==> config.mk <==
export PLATFORM = sky130hd
export DESIGN_NAME = fifo_wr_arbiter
export DESIGN_NICKNAME = d
export VERILOG_FILES = /design/src/rtl/fifo_wr_arbiter_pkg.sv /design/src/rtl/fifo_wr_arbiter_rr_arb2.sv /design/src/rtl/fifo_wr_arbiter.sv
export SDC_FILE = /design/constraint.sdc
export NUM_CORES = 1
export LEC_CHECK = 0
export ABC_AREA = 0
export CAP_MARGIN = 10
export CORE_MARGIN = 2
export CORE_UTILIZATION = 38
export DETAILED_ROUTE_END_ITERATION = 12
export GPL_TIMING_DRIVEN = 0
export MAX_ROUTING_LAYER = met4
export PLACE_DENSITY = 0.8
export SETUP_SLACK_MARGIN = 0.3
export SLEW_MARGIN = 20
export SYNTH_ARGS = -nofsm -noshare
export SYNTH_HDL_FRONTEND = slang
export SYNTH_SLANG_ARGS = --single-unit
==> constraint.sdc <==
create_clock -name wclk -period 1.4 [get_ports wclk]
set_clock_uncertainty 0.1 [all_clocks]
set_input_delay 0.28 -clock wclk [delete_from_list [all_inputs] [get_ports wclk]]
set_output_delay 0.28 -clock wclk [all_outputs]
set_load 0.02 [all_outputs]
==> src/rtl/fifo_wr_arbiter_pkg.sv <==
// Shared constants for the TX FIFO write-side arbiter: state encoding and requester IDs.
package fifo_wr_arbiter_pkg;

  localparam int unsigned DATA_WIDTH_DEFAULT = 8;

  typedef enum logic [1:0] {
    IDLE    = 2'd0,
    SEND_LO = 2'd1,
    SEND_HI = 2'd2
  } state_t;

  localparam logic REQ_RF  = 1'b0;
  localparam logic REQ_ALU = 1'b1;

endpackage

==> src/rtl/fifo_wr_arbiter_rr_arb2.sv <==
// Two-input round-robin grant; on a tie the requester not granted last time wins.
module fifo_wr_arbiter_rr_arb2
  import fifo_wr_arbiter_pkg::*;
(
  input  logic clk,
  input  logic rst_n,
  input  logic req_rf,
  input  logic req_alu,
  input  logic update,
  output logic grant_any_c,
  output logic grant_id_c
);

  logic last_grant_q;

  always_comb begin
    grant_any_c = req_rf | req_alu;
    if (req_rf && req_alu) begin
      grant_id_c = ~last_grant_q;
    end else if (req_alu) begin
      grant_id_c = REQ_ALU;
    end else begin
      grant_id_c = REQ_RF;
    end
  end

  // Reset to ALU so the first tie after reset goes to the register file.
  always_ff @(posedge clk or negedge rst_n) begin
    if (!rst_n) begin
      last_grant_q <= REQ_ALU;
    end else if (update && grant_any_c) begin
      last_grant_q <= grant_id_c;
    end
  end

endmodule

==> src/rtl/fifo_wr_arbiter.sv <==
// Shares the TX FIFO write port between the RF byte path and the two-byte ALU result path.
module fifo_wr_arbiter
  import fifo_wr_arbiter_pkg::*;
#(
  parameter int unsigned DATA_WIDTH = DATA_WIDTH_DEFAULT
) (
  input  logic                    wclk,
  input  logic                    wrst_n,
  input  logic                    rf_valid,
  input  logic [DATA_WIDTH-1:0]   rf_data,
  output logic                    rf_ready,
  input  logic                    alu_valid,
  input  logic [2*DATA_WIDTH-1:0] alu_data,
  output logic                    alu_ready,
  input  logic                    wfull,
  output logic                    winc,
  output logic [DATA_WIDTH-1:0]   wdata,
  output logic                    busy
);

  localparam int unsigned HOLD_WIDTH = 2 * DATA_WIDTH;

  state_t                  state_q, state_d;
  logic [HOLD_WIDTH-1:0]   hold_q, hold_d;
  logic                    hold_two_q, hold_two_d;
  logic                    grant_any_c;
  logic                    grant_id_c;
  logic                    in_idle_c;

  assign in_idle_c = (state_q == IDLE);

  fifo_wr_arbiter_rr_arb2 u_arb (
    .clk         (wclk),
    .rst_n       (wrst_n),
    .req_rf      (rf_valid),
    .req_alu     (alu_valid),
    .update      (in_idle_c),
    .grant_any_c (grant_any_c),
    .grant_id_c  (grant_id_c)
  );

  always_ff @(posedge wclk or negedge wrst_n) begin
    if (!wrst_n) begin
      state_q    <= IDLE;
      hold_q     <= '0;
      hold_two_q <= 1'b0;
    end else begin
      state_q    <= state_d;
      hold_q     <= hold_d;
      hold_two_q <= hold_two_d;
    end
  end

  // winc is left ungated by wfull: the FIFO masks it, so both sides count the same beats.
  always_comb begin
    state_d    = state_q;
    hold_d     = hold_q;
    hold_two_d = hold_two_q;
    rf_ready   = 1'b0;
    alu_ready  = 1'b0;
    winc       = 1'b0;
    wdata      = '0;
    busy       = 1'b0;
    case (state_q)
      IDLE: begin
        if (grant_any_c) begin
          state_d = SEND_LO;
          if (grant_id_c == REQ_ALU) begin
            alu_ready  = 1'b1;
            hold_d     = alu_data;
            hold_two_d = 1'b1;
          end else begin
            rf_ready   = 1'b1;
            hold_d     = HOLD_WIDTH'(rf_data);
            hold_two_d = 1'b0;
          end
        end
      end
      SEND_LO: begin
        winc  = 1'b1;
        busy  = 1'b1;
        wdata = hold_q[DATA_WIDTH-1:0];
        if (!wfull) begin
          state_d = hold_two_q ? SEND_HI : IDLE;
        end
      end
      SEND_HI: begin
        winc  = 1'b1;
        busy  = 1'b1;
        wdata = hold_q[HOLD_WIDTH-1:DATA_WIDTH];
        if (!wfull) begin
          state_d = IDLE;
        end
      end
      default: begin
        state_d = IDLE;
      end
    endcase
  end

endmodule

==> summary.md, run 1 <==
| Metric | Value |
|---|---|
| Status | finished, violations left |
| Failing checks | negative setup slack |
| Antenna Nets Post-Route | 0 |
| I/O Pins | 41 |
| Design area | about 2000 sq um |
| Peak VDD IR | 1960 uV |
| Initial antenna violation count | 0 |
| Floorplan core area | 2500 sq um |
| DRC viols | 0 |
| First drt pass iteration count | 6 |
| Share of cells above drive strength 1 | 0.654 |
| GRT overflow | 0 |
| Hpwl dp | 1.94 mm |
| CTS max path bufs | 2 |
| Yosys top cell area share | 0.467 |
| Gpl congestion | roughly 0.75 |
| Clk sink count | 20 |
| P&R area growth vs syn | 101% |
| CTS clk-pin slew, worst paths | around 0.12 ns |
| Post-Synthesis Cells | 85 |
| Top area cells in the synthesized netlist | dfrtp_1 47%, a221o_2 8.8%, a22o_2 7.9% |
| Min-delay worst type | in -> async |
| Clock tree root buffer cell | clkbuf_4 |
| Count of input and output buffers | 40 |
| WL final | 4.21 mm |
| Clock Latency Late Sink | about 0.30 ns |
| Data arrival, critical path | 1.62 ns |
| Starting DRT DRC Count | 33 |
| Synth cell types | 23 |
| Pin count of the biggest net entering global routing | 21 |
| Syn nets | ~120 |
| Die width | 55.8 microns |
| Least-Margin Pin Slew | 0.919 ns |
| Vias in the first global route | 1034 |
| Fillers | 137 |
| Most used DFF post-synth | dfrtp_1 |
| Initial core utilization | 0.407 |
| Setup-failing EPs final | 32 |
| Number of enable flip-flop cells after synthesis | 0 |
| Async set or reset register ratio after synthesis | 1.00 |
| CP endpoint kind | primary output |
| Yosys warnings | 0 |
| Placed cell areas | around 1600 sq um |
| Crit start category | flip-flop |
| RSZ-0062 raised after global routing | yes |
| Nets@finish | around 190 |
| Total die area | 3110 sq um |
| Crit path kind | reg -> out |
| Required time worst endpoint | 1.02 ns |
| Top-count cell post-synth | dfrtp_1 |
| DR vias | 1095 |
| Final Cycle Share | 1.43 |
| CTS tree | yes |
| Antenna Cells | 0 |
| Fin Setup TNS | -12.89 ns |
| Vias per Instance | 5.98 |
| # hold bufs at CTS | 0 |
| PwrDens | approximately 2600 nW/um^2 |
| Slew HR | 0.387 |
| MaxCap Viol Count | 0 |
| First-pass GRT wire length | 5.30 mm |
| Syn_area_per_cell | 12.0 sq um |
| Routed WL per cell | 23.0 microns |
| GRT Total Usage | 0.231 |
| TritonCTS buffer count | 3 |
| Flip-flop and latch count after synthesis | 20 |
| Rows | 18 |
| Sequential share of the synthesized area | 0.493 |
| Top cells by count, synth | 19 x dfrtp_1, 8 x a221o_2, 8 x a22o_2, 8 x a22oi_1, 8 x nor2b_1 |
| Final setup margin | -0.601 ns |
| Post-synth design cell area | 1020 sq um |
| Crit-path max FO | 5 |
| Crit path time final | 2.00 ns |
| Fin. Hold Viols | 0 |
| H-Tree Depth | 1 |
| Leading area contributor after synthesis | dfrtp_1 |
| Slew Limit Fails | 0 |
| Vert. Die Dim | 55.8 microns |
| Fmax | 0.500 GHz |
| Leakage | 0.902 nW |
-- cells in the final DEF, fill, tap and decap left out --
cell type / synthesis / final
clkdlybuf4s50_1: 0 / 25
nand2_1: 2 / 1
a22o_4: 0 / 2
nor2b_4: 0 / 8
buf_6: 1 / 27
o21ai_4: 0 / 3
dfstp_2: 1 / 1
and2_4: 0 / 7
dfrtp_1: 19 / 18
a22o_1: 1 / 1
a22o_2: 8 / 6
inv_2: 0 / 2
buf_8: 0 / 1
inv_1: 5 / 3
ha_4: 0 / 3
clkbuf_4: 0 / 3
a221o_2: 8 / 8
dlygate4sd2_1: 0 / 3
a21o_2: 2 / 2
and2_1: 7 / 1
dfrtp_2: 0 / 1
nand2_4: 0 / 2
bufinv_16: 0 / 1
o31ai_4: 0 / 1
a21oi_4: 1 / 2
buf_4: 1 / 9
mux2i_1: 1 / 1
buf_12: 0 / 1
clkbuf_16: 0 / 2
a22oi_2: 0 / 8
-- per-stage QoR --
| step | cells | power, mW | hold slack (ns) | setup slack [ns] | util |
|---|---|---|---|---|---|
| after floorplan | 85 | 2.68 | -0.116 | -0.0535 | - |
| after global placement | 155 | 3.28 | 0.368 | -1.12 | 0.633 |
| after detailed placement | 155 | 3.36 | 0.376 | -1.13 | 0.633 |
| after CTS | 169 | 4.34 | 0.121 | -0.526 | 0.706 |
| after global routing | 183 | 5.53 | 0.150 | -0.629 | 0.819 |
| final | 183 | 5.36 | 0.103 | -0.601 | 0.819 |
-- cell type report --
class	count	area (sq um)	area share
buffer	5	65.1	0.0318
clock buffer	3	22.5	0.0110
clock inverter	1	30.0	0.0147
inverter	5	18.8	0.00916
multi-input combinational	56	703	0.343
sequential	20	503	0.246
tap	30	37.5	0.0183
timing repair buffer	63	668	0.326
-- where the power goes --
| part | internal (mW) | total (mW) | switching [mW] |
|---|---|---|---|
| Sequential | 0.866 | 1.11 | 0.249 |
| Clock | 0.289 | 0.482 | 0.193 |
| Combinational | 2.18 | 3.76 | 1.58 |
-- registers in the layout (all words and copies together) (netlist names) --
name / flops
hold_two_q: 1
state_q: 2
hold_q: 16
u_arb.last_grant_q: 1
-- critical path, stage by stage, from the launching register on --
cell and delay (ns):
dfrtp_1 0.45, inv_2 0.15, ha_4 0.21, nand2_4 0.06, a21oi_4 0.18, buf_6 0.15, buf_6 0.11
-- cell families after synthesis --
kind of cell / count (synthesis) / share of synthesized area
compound gates: 32 / 0.297
flops: 20 / 0.493
simple gates: 19 / 0.112
buf+inv: 10 / 0.0516
fa+ha+maj: 3 / 0.0369
mux: 1 / 0.00983
-- final timing paths --
kind | from | end | slack [ns] | cells past startpoint
min | wrst_n | hold_q[0] | 0.10 | 1
min in group wclk | hold_two_q | hold_two_q | 0.40 | 1
max | state_q[1] | alu_ready | -0.60 | 6
min reg2reg | hold_two_q | hold_two_q | 0.40 | 1
max in group asynchronous | wrst_n | state_q[0] | 0.48 | 1
max reg2reg | state_q[1] | hold_q[5] | -0.44 | 8
-- repair_timing --
action / 4_1_cts / 5_1_grt
setup buffers: 7 / 12
pin swaps: 8 / 19
setup endpoints to repair: 51 / 32
resized for setup: 85 / 35
cloned: 3 / 2
-- metal layers --
layer,track usage,share of wire,vias up
li1,-,-,457
met1,0.277,0.39,562
met2,0.408,0.51,61
met3,0.0233,0.063,15
met4,0.0697,0.029,0
met5,-,0,-
Note: power is estimated with default switching activity, not from simulation.
==> run 2: changes to the inputs <==
GPL_TIMING_DRIVEN = 1   (was 0)
SLEW_MARGIN = unset   (was 20)
==> summary.md, run 2 (same netlist as run 1, synthesis figures left out) <==
| Metric | Value |
|---|---|
| First-pass GRT wire length | just under 6 mm |
| CP endpoint kind | primary output |
| Starting DRT DRC Count | 30 |
| Clock tree root buffer cell | clkbuf_4 |
| Antenna Cells | 0 |
| Clk sink count | 20 |
| Worst-path cell chain | inv_2 > buf_6 > ha_4 > buf_6 > nor2b_4 > buf_6 |
| # hold bufs at CTS | 0 |
| Vert. Die Dim | 55.8 microns |
| Fin Hold WS | 0.225 ns |
| Data arrival, critical path | roughly 1.6 ns |
| Largest register FFs | 16 |
| DRC viols | 0 |
| WL met3 | 216 microns |
| Top layer in use | met4 |
| Psw | 1.90 mW |
| CTS max path bufs | 2 |
| Most common cell after layout, fill and taps aside | clkdlybuf4s50_1 |
| Int Power | 3.12 mW |
| GRT Total Usage | 0.253 |
| Count of input and output buffers | 40 |
| H-Tree Depth | 1 |
| GRT overflow | 0 |
| Rows | 18 |
| Crit-path max FO | 6 |
| Crit start category | flip-flop |
| Vias per Instance | 5.60 |
| Nets@finish | 192 |
| Setup-failing EPs final | 32 |
| P&R area growth vs syn | 103% |
| Leakage | 0.919 nW |
| WL final | between 3 and 4 mm |
| Initial antenna violation count | 0 |
| Largest registers | hold_q: 16 flops, state_q: 2 flops |
| Slowest stage cell, crit path | dfrtp_1 |
| Hpwl dp | 2.04 mm |
| First drt pass iteration count | 4 |
| Comb power frac | 0.725 |
| Status | finished, violations left |
| Final core utilization | 0.828 |
| Fin Setup TNS | -11.38 ns |
| Top cell by count, worst path | buf_6 |
| Part of the power in registers | 0.216 |
| Switch share | 0.379 |
| Slew Limit Fails | 0 |
| Biggest register | hold_q |
| Fin. Hold Viols | 0 |
| Final Cycle Share | 1.38 |
| Clock power frac | 0.060 |
| Crit path time final | about 1.9 ns |
| RSZ-0062 raised after global routing | yes |
| Crit path kind | reg -> out |
| Metal2 WL | 2.12 mm |
| Final setup margin | -0.528 ns |
| Slowest stage delay, CP | 0.40 ns |
| Slew HR | 0.728 |
| DR vias | 1058 |
| I/O Pins | 41 |
| Commonest cells after routing, fill and taps aside | 28 x clkdlybuf4s50_1, 26 x buf_6, 19 x dfrtp_1 |
| Floorplan core area | ~2500 sq um |
| Initial core utilization | 0.407 |
| Vias in the first global route | 1173 |
| Pin count of the biggest net entering global routing | 21 |
| Fmax | approximately 0.52 GHz |
| Clock Latency Late Sink | roughly 0.30 ns |
| R2R depth | 8 |
| CTS clk-pin slew, worst paths | approximately 0.12 ns |
| Gpl congestion | 0.739 |
| Required time worst endpoint | between 1 and 1.5 ns |
| Total design power | 5.01 mW |
| Routed WL per cell | 20.4 microns |
| Peak VDD IR | between 1500 and 2000 uV |
| PwrDens | 2420 nW/um^2 |
| Failing checks | negative setup slack |
| Share of cells above drive strength 1 | 0.642 |
| TritonCTS buffer count | 3 |
| WL met1 | 1.45 mm |
| CTS tree | yes |
| Min-delay worst type | in -> async |
| MaxCap Viol Count | 0 |
| Antenna Nets Post-Route | 0 |
| Die width | 55.8 microns |
| Total die area | 3110 sq um |
| Least-Margin Pin Slew | 0.406 ns |
## run 2: cell count changes in the layout (fill, tap and decap cells not counted), sizes merged
cell | before | now
buf | 38 | 45
bufinv | 1 | 0
clkdlybuf4s50 | 25 | 28
dlygate4sd2 | 3 | 0
## run 2: power groups by stage
stage / sequential (mW) / combinational, mW / clock [mW]
floorplan: 0.994 / 1.68 / 0
global placement: 1.01 / 2.44 / 0
detailed placement: 1.03 / 2.49 / 0
CTS: 1.05 / 3.16 / 0.300
global route: 1.11 / 3.80 / 0.335
finish: 1.08 / 3.63 / 0.299
## run 2: final cells by class
type                    count  area (sq um)
clock buffers               4          26.3
fillers                   138           429
inverters                   5          18.8
multi-input cells          56           721
flip-flops and latches     20           502
well taps                  30          37.5
repair buffers             74           766
## run 2: path summary, 6_finish.rpt
path,from,endpoint,slack (ns)
setup / recovery,state_q[1],wdata[1],-0.53
hold / removal,wrst_n,hold_q[2],0.23
setup reg to reg,state_q[1],hold_q[2],-0.34
hold reg to reg,hold_two_q,hold_two_q,0.41
max in group asynchronous,wrst_n,u_arb.last_grant_q,0.76
min in group wclk,hold_two_q,hold_two_q,0.41
## run 2: critical path: cells and delay by family, from the launching register on
kind | cells | cell delay (ns)
flip-flops | 1 | 0.40
adder cells (fa/ha/maj) | 1 | 0.29
buffers and inverters | 4 | 0.40
AND/OR/NAND/NOR | 1 | 0.14
## run 2: per-stage QoR
step,setup slack (ns),cells,area (sq um)
2_1_floorplan,-0.0535,85,1140
3_3_place_gp,-0.675,170,1690
3_5_place_dp,-0.718,170,1690
4_1_cts,-0.502,185,1920
5_1_grt,-0.597,189,2070
6_report,-0.528,189,2070
## run 2: repair_timing
action / in CTS / in global routing
setup endpoints to repair: 32 / 32
pin swaps: 1 / 4
gates cloned: 1 / 1
buffers inserted: 10 / 3
resized for setup: 96 / 21
## run 2: routing by layer
layer,GRT usage,vias to the layer above
li1,-,467
met1,0.274,532
met2,0.451,51
met3,0.0419,8
met4,0.115,0
met5,-,-
